<file path="config.mk">
export PLATFORM = sky130hd
export DESIGN_NAME = tx_frac_bit_timer
export DESIGN_NICKNAME = d
export VERILOG_FILES = /design/src/rtl/tx_frac_bit_timer.sv
export SDC_FILE = /design/constraint.sdc
export NUM_CORES = 1
export LEC_CHECK = 0
export CAP_MARGIN = 25
export CORE_ASPECT_RATIO = 1.1
export CORE_MARGIN = 1.5
export CORE_UTILIZATION = 35
export DETAILED_ROUTE_END_ITERATION = 6
export PLACE_DENSITY = 0.7
export SLEW_MARGIN = 20
export SYNTH_ARGS = -nofsm -noshare
export SYNTH_HDL_FRONTEND = slang
export SYNTH_SLANG_ARGS = --single-unit
</file>
<file path="constraint.sdc">
create_clock -name clk -period 3 [get_ports clk]
set_input_delay 0.3 -clock clk [delete_from_list [all_inputs] [get_ports clk]]
set_output_delay 0.3 -clock clk [all_outputs]
set_load 0.01 [all_outputs]
</file>
<file path="src/rtl/tx_frac_bit_timer.sv">
// Fractional-period TX bit timer: phase accumulator strobe generator with byte bit counter.
// Optional stuff-bit insertion is compiled in when TX_TIMER_STUFF_EN is defined.
module tx_frac_bit_timer #(
  parameter int ACC_W     = 8,
  parameter int BIT_CNT_W = 4
) (
  input  logic                 clk,
  input  logic                 n_rst,
  input  logic                 enable_timer,
  input  logic                 disable_timer,
  input  logic                 clear_timer,
  input  logic [ACC_W-1:0]     period_num,
  input  logic [ACC_W-1:0]     period_den,
  input  logic [BIT_CNT_W-1:0] bits_per_byte,
`ifdef TX_TIMER_STUFF_EN
  input  logic                 stuff_req,
  output logic                 stuff_strobe,
`endif
  output logic                 shift_strobe,
  output logic [BIT_CNT_W-1:0] bit_count,
  output logic                 byte_complete,
  output logic                 active
);

  logic [ACC_W-1:0]     acc;
  logic [ACC_W:0]       sum;
  logic [ACC_W-1:0]     acc_wrap;
  logic                 hit;
  logic                 advance;
  logic                 stuff_now;
  logic [BIT_CNT_W-1:0] count_next;

  assign advance = enable_timer & ~disable_timer & ~clear_timer;

  // The remainder is always below 2**ACC_W, so modulo arithmetic gives it exactly.
  assign acc_wrap = acc + period_den - period_num;

  // NOTE: every variable driven here gets a value on every path, so no latch is inferred.
  always_comb begin
    sum = {1'b0, acc} + {1'b0, period_den};
    hit = (sum >= {1'b0, period_num});
    if (bits_per_byte == '0)
      count_next = '0;
    else if (bit_count >= bits_per_byte)
      count_next = BIT_CNT_W'(1);
    else
      count_next = bit_count + 1'b1;
  end

`ifdef TX_TIMER_STUFF_EN
  logic stuff_pending;

  // A request seen on this very edge already applies to the period ending here.
  assign stuff_now = stuff_pending | (shift_strobe & stuff_req);

  always_ff @(posedge clk or negedge n_rst) begin
    if (!n_rst) begin
      stuff_pending <= 1'b0;
      stuff_strobe  <= 1'b0;
    end else begin
      stuff_strobe <= 1'b0;
      if (clear_timer) begin
        stuff_pending <= 1'b0;
      end else if (advance && hit) begin
        stuff_strobe  <= stuff_now;
        stuff_pending <= 1'b0;
      end else if (shift_strobe && stuff_req) begin
        stuff_pending <= 1'b1;
      end
    end
  end
`else
  assign stuff_now = 1'b0;
`endif

  // NOTE: sequential state uses non-blocking assignments so all flops update together.
  always_ff @(posedge clk or negedge n_rst) begin
    if (!n_rst) begin
      acc           <= '0;
      bit_count     <= '0;
      shift_strobe  <= 1'b0;
      byte_complete <= 1'b0;
      active        <= 1'b0;
    end else begin
      active        <= advance;
      shift_strobe  <= 1'b0;
      byte_complete <= 1'b0;
      if (clear_timer) begin
        acc       <= '0;
        bit_count <= '0;
      end else if (advance) begin
        if (hit) begin
          acc <= acc_wrap;
          if (!stuff_now) begin
            shift_strobe  <= 1'b1;
            bit_count     <= count_next;
            byte_complete <= (bits_per_byte != '0) && (count_next == bits_per_byte);
          end
        end else begin
          acc <= sum[ACC_W-1:0];
        end
      end
    end
  end

endmodule
</file>
==> results of run 1 <==
-- worst register-to-register path: stages, from the launching register on --
cell and delay (ns):
dfrtp_1 0.40, buf_4 0.14, ha_1 0.28, a21oi_2 0.17
o211ai_1 0.11, buf_4 0.16, o41ai_2 0.23, xnor2_1 0.13
ha_1 0.19, a211o_1 0.30, a21oi_2 0.13, o21ai_2 0.08
a41oi_4 0.21, buf_4 0.15, and3b_1 0.19, a32o_1 0.22
-- final cells by class --
type | count | area [sq um]
sequential | 15 | 375
inverter | 43 | 161
tap | 58 | 72.6
clock buffer | 3 | 41.3
clock inverter | 1 | 5.00
multi-input combinational | 148 | 1350
timing repair buffer | 68 | 596
fill | 482 | 2470
-- registers in the layout, indices dropped and copies added (netlist names) --
name and count:
acc 8, byte_complete 1, active 1, shift_strobe 1, bit_count 4
-- power breakdown --
group          switching, mW  total (mW)  internal [mW]
Sequential            0.0511       0.306          0.255
Combinational          0.763        1.65          0.886
Clock                 0.0788       0.171         0.0922
-- metal layers --
layer	up-vias	global-route usage, %	wire, um
met2	24	28.3	2220
met1	789	20.3	2030
met5	-	0	0
met4	0	4.53	55
li1	872	-	-
met3	5	0.761	76
-- cell usage after synthesis --
library cell  instances  area, sq um
a221o_1               8         80.1
nor3_1                4         20.0
nor2_1                7         26.3
o211ai_1              2         15.0
or2_2                 1         6.26
a32o_1                2         20.0
buf_6                 1         11.3
and3_1                9         56.3
o41ai_1               1         8.76
nor2b_1               1         6.26
a21o_1                7         52.6
xor2_1                6         52.6
fa_1                  8          160
a31oi_1               1         6.26
a221oi_1              1         8.76
clkbuf_1              1         3.75
nand3_1               5         25.0
a211o_1               1         8.76
o21bai_1              4         30.0
a21oi_1              12         60.1
or4_4                 1         11.3
a211oi_2              1         12.5
a41oi_2               1         16.3
and3b_1               1         8.76
dfrtp_1              15          375
o21ai_1               1         5.00
ha_1                 29          363
a2111oi_0             1         8.76
o21ai_0               3         15.0
xnor2_1              11         96.3
a211oi_1              2         15.0
o21a_1                1         7.51
nand2_1               8         30.0
nand2b_1              4         25.0
a2111o_1              1         11.3
and4_1                1         8.76
inv_1                43          161
a22o_1                2         17.5
buf_2                 1         5.00
-- final timing paths --
| kind | from | end | slack (ns) |
|---|---|---|---|
| worst max-delay path | acc[1] | bit_count[1] | -0.22 |
| worst min-delay path | n_rst | acc[2] | 0.49 |
| worst max register to register | acc[1] | bit_count[1] | -0.22 |
| worst min register to register | bit_count[3] | bit_count[3] | 0.57 |
| max in group asynchronous | n_rst | bit_count[3] | 2.05 |
| min in group clk | bit_count[3] | bit_count[3] | 0.57 |
-- through the flow --
| stage | hold WS [ns] | worst slack, ns | power, mW | area [sq um] | TNS [ns] |
|---|---|---|---|---|---|
| after floorplan | 0.00441 | -0.00789 | 1.24 | 1860 | -0.0530 |
| after global placement | 0.539 | -0.511 | 1.73 | 2430 | -6.16 |
| after detailed placement | 0.548 | -0.571 | 1.77 | 2430 | -6.92 |
| after CTS | 0.516 | -0.108 | 2.01 | 2530 | -0.808 |
| after global routing | 0.534 | -0.312 | 2.34 | 2600 | -3.73 |
| final | 0.486 | -0.216 | 2.13 | 2600 | -2.31 |
-- kinds of logic after synthesis --
| kind of cell | share of synthesized area (%) |
|---|---|
| AOI/OAI and AO/OA | 21.6 |
| xor gates and xnor gates | 8.04 |
| adders and majority gates | 28.2 |
| buffers and inverters | 9.80 |
| DFF | 20.3 |
| and+or+nand+nor | 12.1 |
-- cell usage in the layout (no fill, tap or decap), drive strengths merged, types with 2 or more instances in the layout --
| master | n |
|---|---|
| inv | 43 |
| buf | 37 |
| ha | 29 |
| clkdlybuf4s50 | 28 |
| dfrtp | 15 |
| a21oi | 12 |
| xnor2 | 11 |
| and3 | 9 |
| nand2 | 8 |
| a221o | 8 |
| fa | 8 |
| a21o | 7 |
| nor2 | 7 |
| xor2 | 6 |
| nand3 | 5 |
| o21bai | 4 |
| nor3 | 4 |
| nand2b | 4 |
| o21ai | 4 |
| clkbuf | 3 |
| dlygate4sd2 | 3 |
| a211oi | 3 |
| o211ai | 2 |
| a32o | 2 |
| a22o | 2 |
-- timing repair --
item,4_1_cts,5_1_grt
hold endpoints to repair,0,0
pin swaps,18,6
gates resized for setup,7,7
buffers inserted,5,4
endpoints found under the setup margin,13,14
==> results.md, run 1 <==
- CTS tree: yes
- IO Count: 32
- Final setup margin: -0.216 ns
- First-pass GRT wire length: 7.04 mm
- Post-synth net total: 271
- Pin count of the biggest net entering global routing: 16
- 1st-iter DRT viols: 96
- Non-Filler Instances: 336
- Unrepaired setup endpoints after global routing: true
- Worst slew pin tran: 0.842 ns
- TritonCTS buffer count: 3
- Placer Congestion: 0.815
- WP data required: 3.14 ns
- Hold WC Path Type: primary input to async pin
- Buf+Inv Stages, Crit Path: 3
- Cell count after synthesis: 209
- Drt first pass iters: 4
- Finish-stage setup viols: 13
- Chip Height: 79.3 um
- Fmax: 311 MHz
- Vias in the first global route: 1596
- Synth Area per Inst: 8.86 sq um
- Largest delay share family, worst path: compound AO/OA/AOI/OAI gates
- Arrival time worst endpoint: 3.36 ns
- Clock Latency Late Sink: 0.25 ns
- Count of input and output buffers: 31
- Layout cells sized above 1: 19.1%
- Max-cap violation count: 0
- Reg2Reg Depth: 15
- Initial antenna violation count: 0
- Overall Global Routing Usage: 15.8%
- Site row count: 27
- Placed cell count: 323
- Netlist cell types: 39
- Final period util: 107%
- Die area: 0.00574 sq mm
- Vias per cell: 5.03
- CTS Root Cell: clkbuf_8
- Yosys warns: 0
- Biggest cell delay along the critical path: 0.40 ns
- Setup Skew: 0.00378 ns
- Grt total ovfl: 0
- Clock Sinks: 15
- Pwr dens: 819 mW/mm^2
- Slew headroom: 43.9%
- Leak: 1.38 nW
- Max FO, Critical Path: 3
- Yosys reg bits: 15
- Fin. Hold Viols: 0
- Post-CTS Hold Fix Bufs: 0
- Finished Core Util: 51.2%
- Final Net Count: 341
- Worst Setup Path Type: flop to flop
- DRT antenna net count: 0
- Synthesized cell area: 0.00185 sq mm
- Area Overhead vs Synth: 40.2%
- CP Launch Type: flop
- Worst-path clk slew: 0.07 ns
- Crit-path slowest cell: dfrtp_1
- Max-slew violation count: 0
- Failing checks: negative setup slack
- Detail Placement HPWL: 3.53 mm
- CP cell instances: buf_4, ha_1, a21oi_2, o211ai_1, buf_4, o41ai_2, xnor2_1, ha_1, a211o_1, a21oi_2, o21ai_2, a41oi_4, buf_4, and3b_1, a32o_1
- Max Buffers Root-to-Sink: 2
- Outcome: complete, but fails checks
- CORE AREA: 0.00507 sq mm
- Crit-path most repeated cell: buf_4
- Die extent in x: 72.4 um
- # DRC: 0
- H-tree levels: 1
- Crit. End Element: flop
- DR WL/cell: 13.0 um
- Seq/Total Area, Yosys: 20.3%
- Final wirelength: 4.38 mm
- Peak supply drop: 0.367 mV
- Initial Util: 36.5%
- Diode count: 0
- Via count: 1690
- Final Critical Period: 3.22 ns
- Levels on crit path: 15
Power figures use the tool's default switching activity.
==> run 2: changes to the inputs <==
--- a/config.mk
+++ b/config.mk
@@ -7,7 +7,6 @@
 export LEC_CHECK = 0
 export CAP_MARGIN = 25
 export CORE_ASPECT_RATIO = 1.1
-export CORE_MARGIN = 1.5
 export CORE_UTILIZATION = 35
 export DETAILED_ROUTE_END_ITERATION = 6
 export PLACE_DENSITY = 0.7
==> run 2 against run 1 <==
Against the previous run: the run ends with design-rule violations, negative setup slack left; via count rose by 3.8%; non-clock buffer count rose by 7; sequential share of layout area shrank 0.33 points; fmax is 0.68% higher.
==> results.md, run 2 (same netlist as run 1, synthesis figures left out) <==
- Max reg flops: 8
- 1st-iter DRT viols: 86
- Crit. End Element: flop
- Fmax: 313 MHz
- Setup Skew: 0.00290 ns
- Worst Setup Path Type: flop to flop
- IO Count: 32
- Final hold slack: 0.471 ns
- DRT antenna net count: 0
- Clock Latency Late Sink: 0.25 ns
- Finish-stage setup viols: 13
- Final setup margin: -0.194 ns
- Leak: 1.41 nW
- DR WL/cell: 12.8 um
- Count of input and output buffers: 31
- Final period util: 106%
- Detail Placement HPWL: 3.53 mm
- Peak supply drop: 0.339 mV
- Biggest registers after layout: acc (8), bit_count (4)
- Worst slew pin tran: 0.704 ns
- H-tree levels: 1
- Arrival time worst endpoint: 3.33 ns
- Via count: 1755
- Hold WC Path Type: primary input to async pin
- CP Launch Type: flop
- Failing checks: design-rule violations, negative setup slack
- # DRC: 1
- Max-cap violation count: 0
- First-pass GRT wire length: 7.57 mm
- Worst-path clk slew: 0.07 ns
- Outcome: complete, but fails checks
- Die area: 0.00559 sq mm
- Commonest non-fill, non-tap cell in the layout: inv_1
- Placer Congestion: 0.825
- Setup_tns: -1.97 ns
- Site row count: 27
- Chip Height: 78.3 um
- Most flops, register: acc
- CORE AREA: 0.00503 sq mm
- WP data required: 3.14 ns
- Clock Sinks: 15
- Vias in the first global route: 1742
- Pwr dens: 841 mW/mm^2
- Max-slew violation count: 0
- Design Area, Final: 0.00266 sq mm
- Commonest non-fill, non-tap cells in the layout: inv_1 (43), buf_4 (40), clkdlybuf4s50_1 (29)
- Vias per cell: 5.12
- Slew headroom: 52.9%
- Initial antenna violation count: 0
- Post-CTS Hold Fix Bufs: 0
- Final Net Count: 348
- Filler cells: 459
- Area Overhead vs Synth: 43.5%
- TritonCTS buffer count: 3
- Placed Area: 0.00244 sq mm
- Drt first pass iters: 6
- Overall Global Routing Usage: 16.8%
- Die extent in x: 71.4 um
- Unrepaired setup endpoints after global routing: true
- Grt total ovfl: 0
- Max Buffers Root-to-Sink: 2
- CTS tree: yes
- Initial Util: 36.8%
- Diode count: 0
- Layout cells sized above 1: 21.4%
- Pin count of the biggest net entering global routing: 16
- CTS Root Cell: clkbuf_8
- Final Critical Period: 3.19 ns
- Fin. Hold Viols: 0
- Max FO, Critical Path: 4
- Final wirelength: 4.39 mm
## run 2: what timing repair did
action                     CTS  global route
resized for setup            8             8
pin swaps                   16             7
setup buffers               11             3
setup endpoints to repair   13            14
## run 2: worst paths after layout
check	start	end	slack (ns)	cells past startpoint
max in group asynchronous	n_rst	bit_count[2]	2.08	1
worst min-delay path	n_rst	acc[1]	0.47	1
worst min register to register	acc[5]	acc[5]	0.56	1
worst max register to register	acc[0]	bit_count[1]	-0.19	14
min in group clk	acc[5]	acc[5]	0.56	1
worst max-delay path	acc[0]	bit_count[1]	-0.19	14
## run 2: cell type report
cell class	count	area [sq um]	share of cell area, %
Clock buffer	3	41.3	1.55
Clock inverter	1	5.00	0.188
Inverter	43	161	6.07
Multi-Input combinational cell	148	1350	50.8
Sequential cell	15	375	14.1
Tap cell	58	72.6	2.73
Timing Repair Buffer	75	653	24.6
## run 2: critical path: stages (launching register included)
cell,delay (ns)
dfrtp_1,0.41
ha_4,0.18
fa_2,0.36
a211oi_2,0.25
o21bai_1,0.10
a21oi_1,0.18
xnor2_1,0.16
ha_1,0.28
a21o_1,0.18
a21oi_2,0.14
o21ai_2,0.08
a41oi_4,0.20
buf_6,0.14
and3b_2,0.21
a32o_1,0.21
## run 2: power by group
part	switching, mW	leakage [nW]	internal (mW)	total, mW
Clock	0.0768	0.0255	0.0921	0.169
Combinational	0.796	1.18	0.964	1.76
Sequential	0.0515	0.205	0.255	0.306
Total	0.924	1.41	1.31	2.23
## run 2: metrics by stage
step           utilization, %  setup slack [ns]  total power, mW  std cells
2_1_floorplan               -          -0.00789             1.24        209
3_3_place_gp             48.6            -0.509             1.73        325
3_5_place_dp             48.6            -0.632             1.78        325
4_1_cts                  51.6            -0.145             2.12        340
5_1_grt                  52.8            -0.339             2.46        343
6_report                 52.8            -0.194             2.23        343
## run 2: per-layer routing
layer | GRT usage (%) | up-vias | share of wire [%] | wire length (um)
li1 | - | 882 | - | -
met1 | 21.6 | 819 | 44 | 1950
met2 | 29.0 | 46 | 50 | 2190
met3 | 1.54 | 8 | 4.1 | 180
met4 | 6.00 | 0 | 1.6 | 72
met5 | 0 | - | 0 | 0
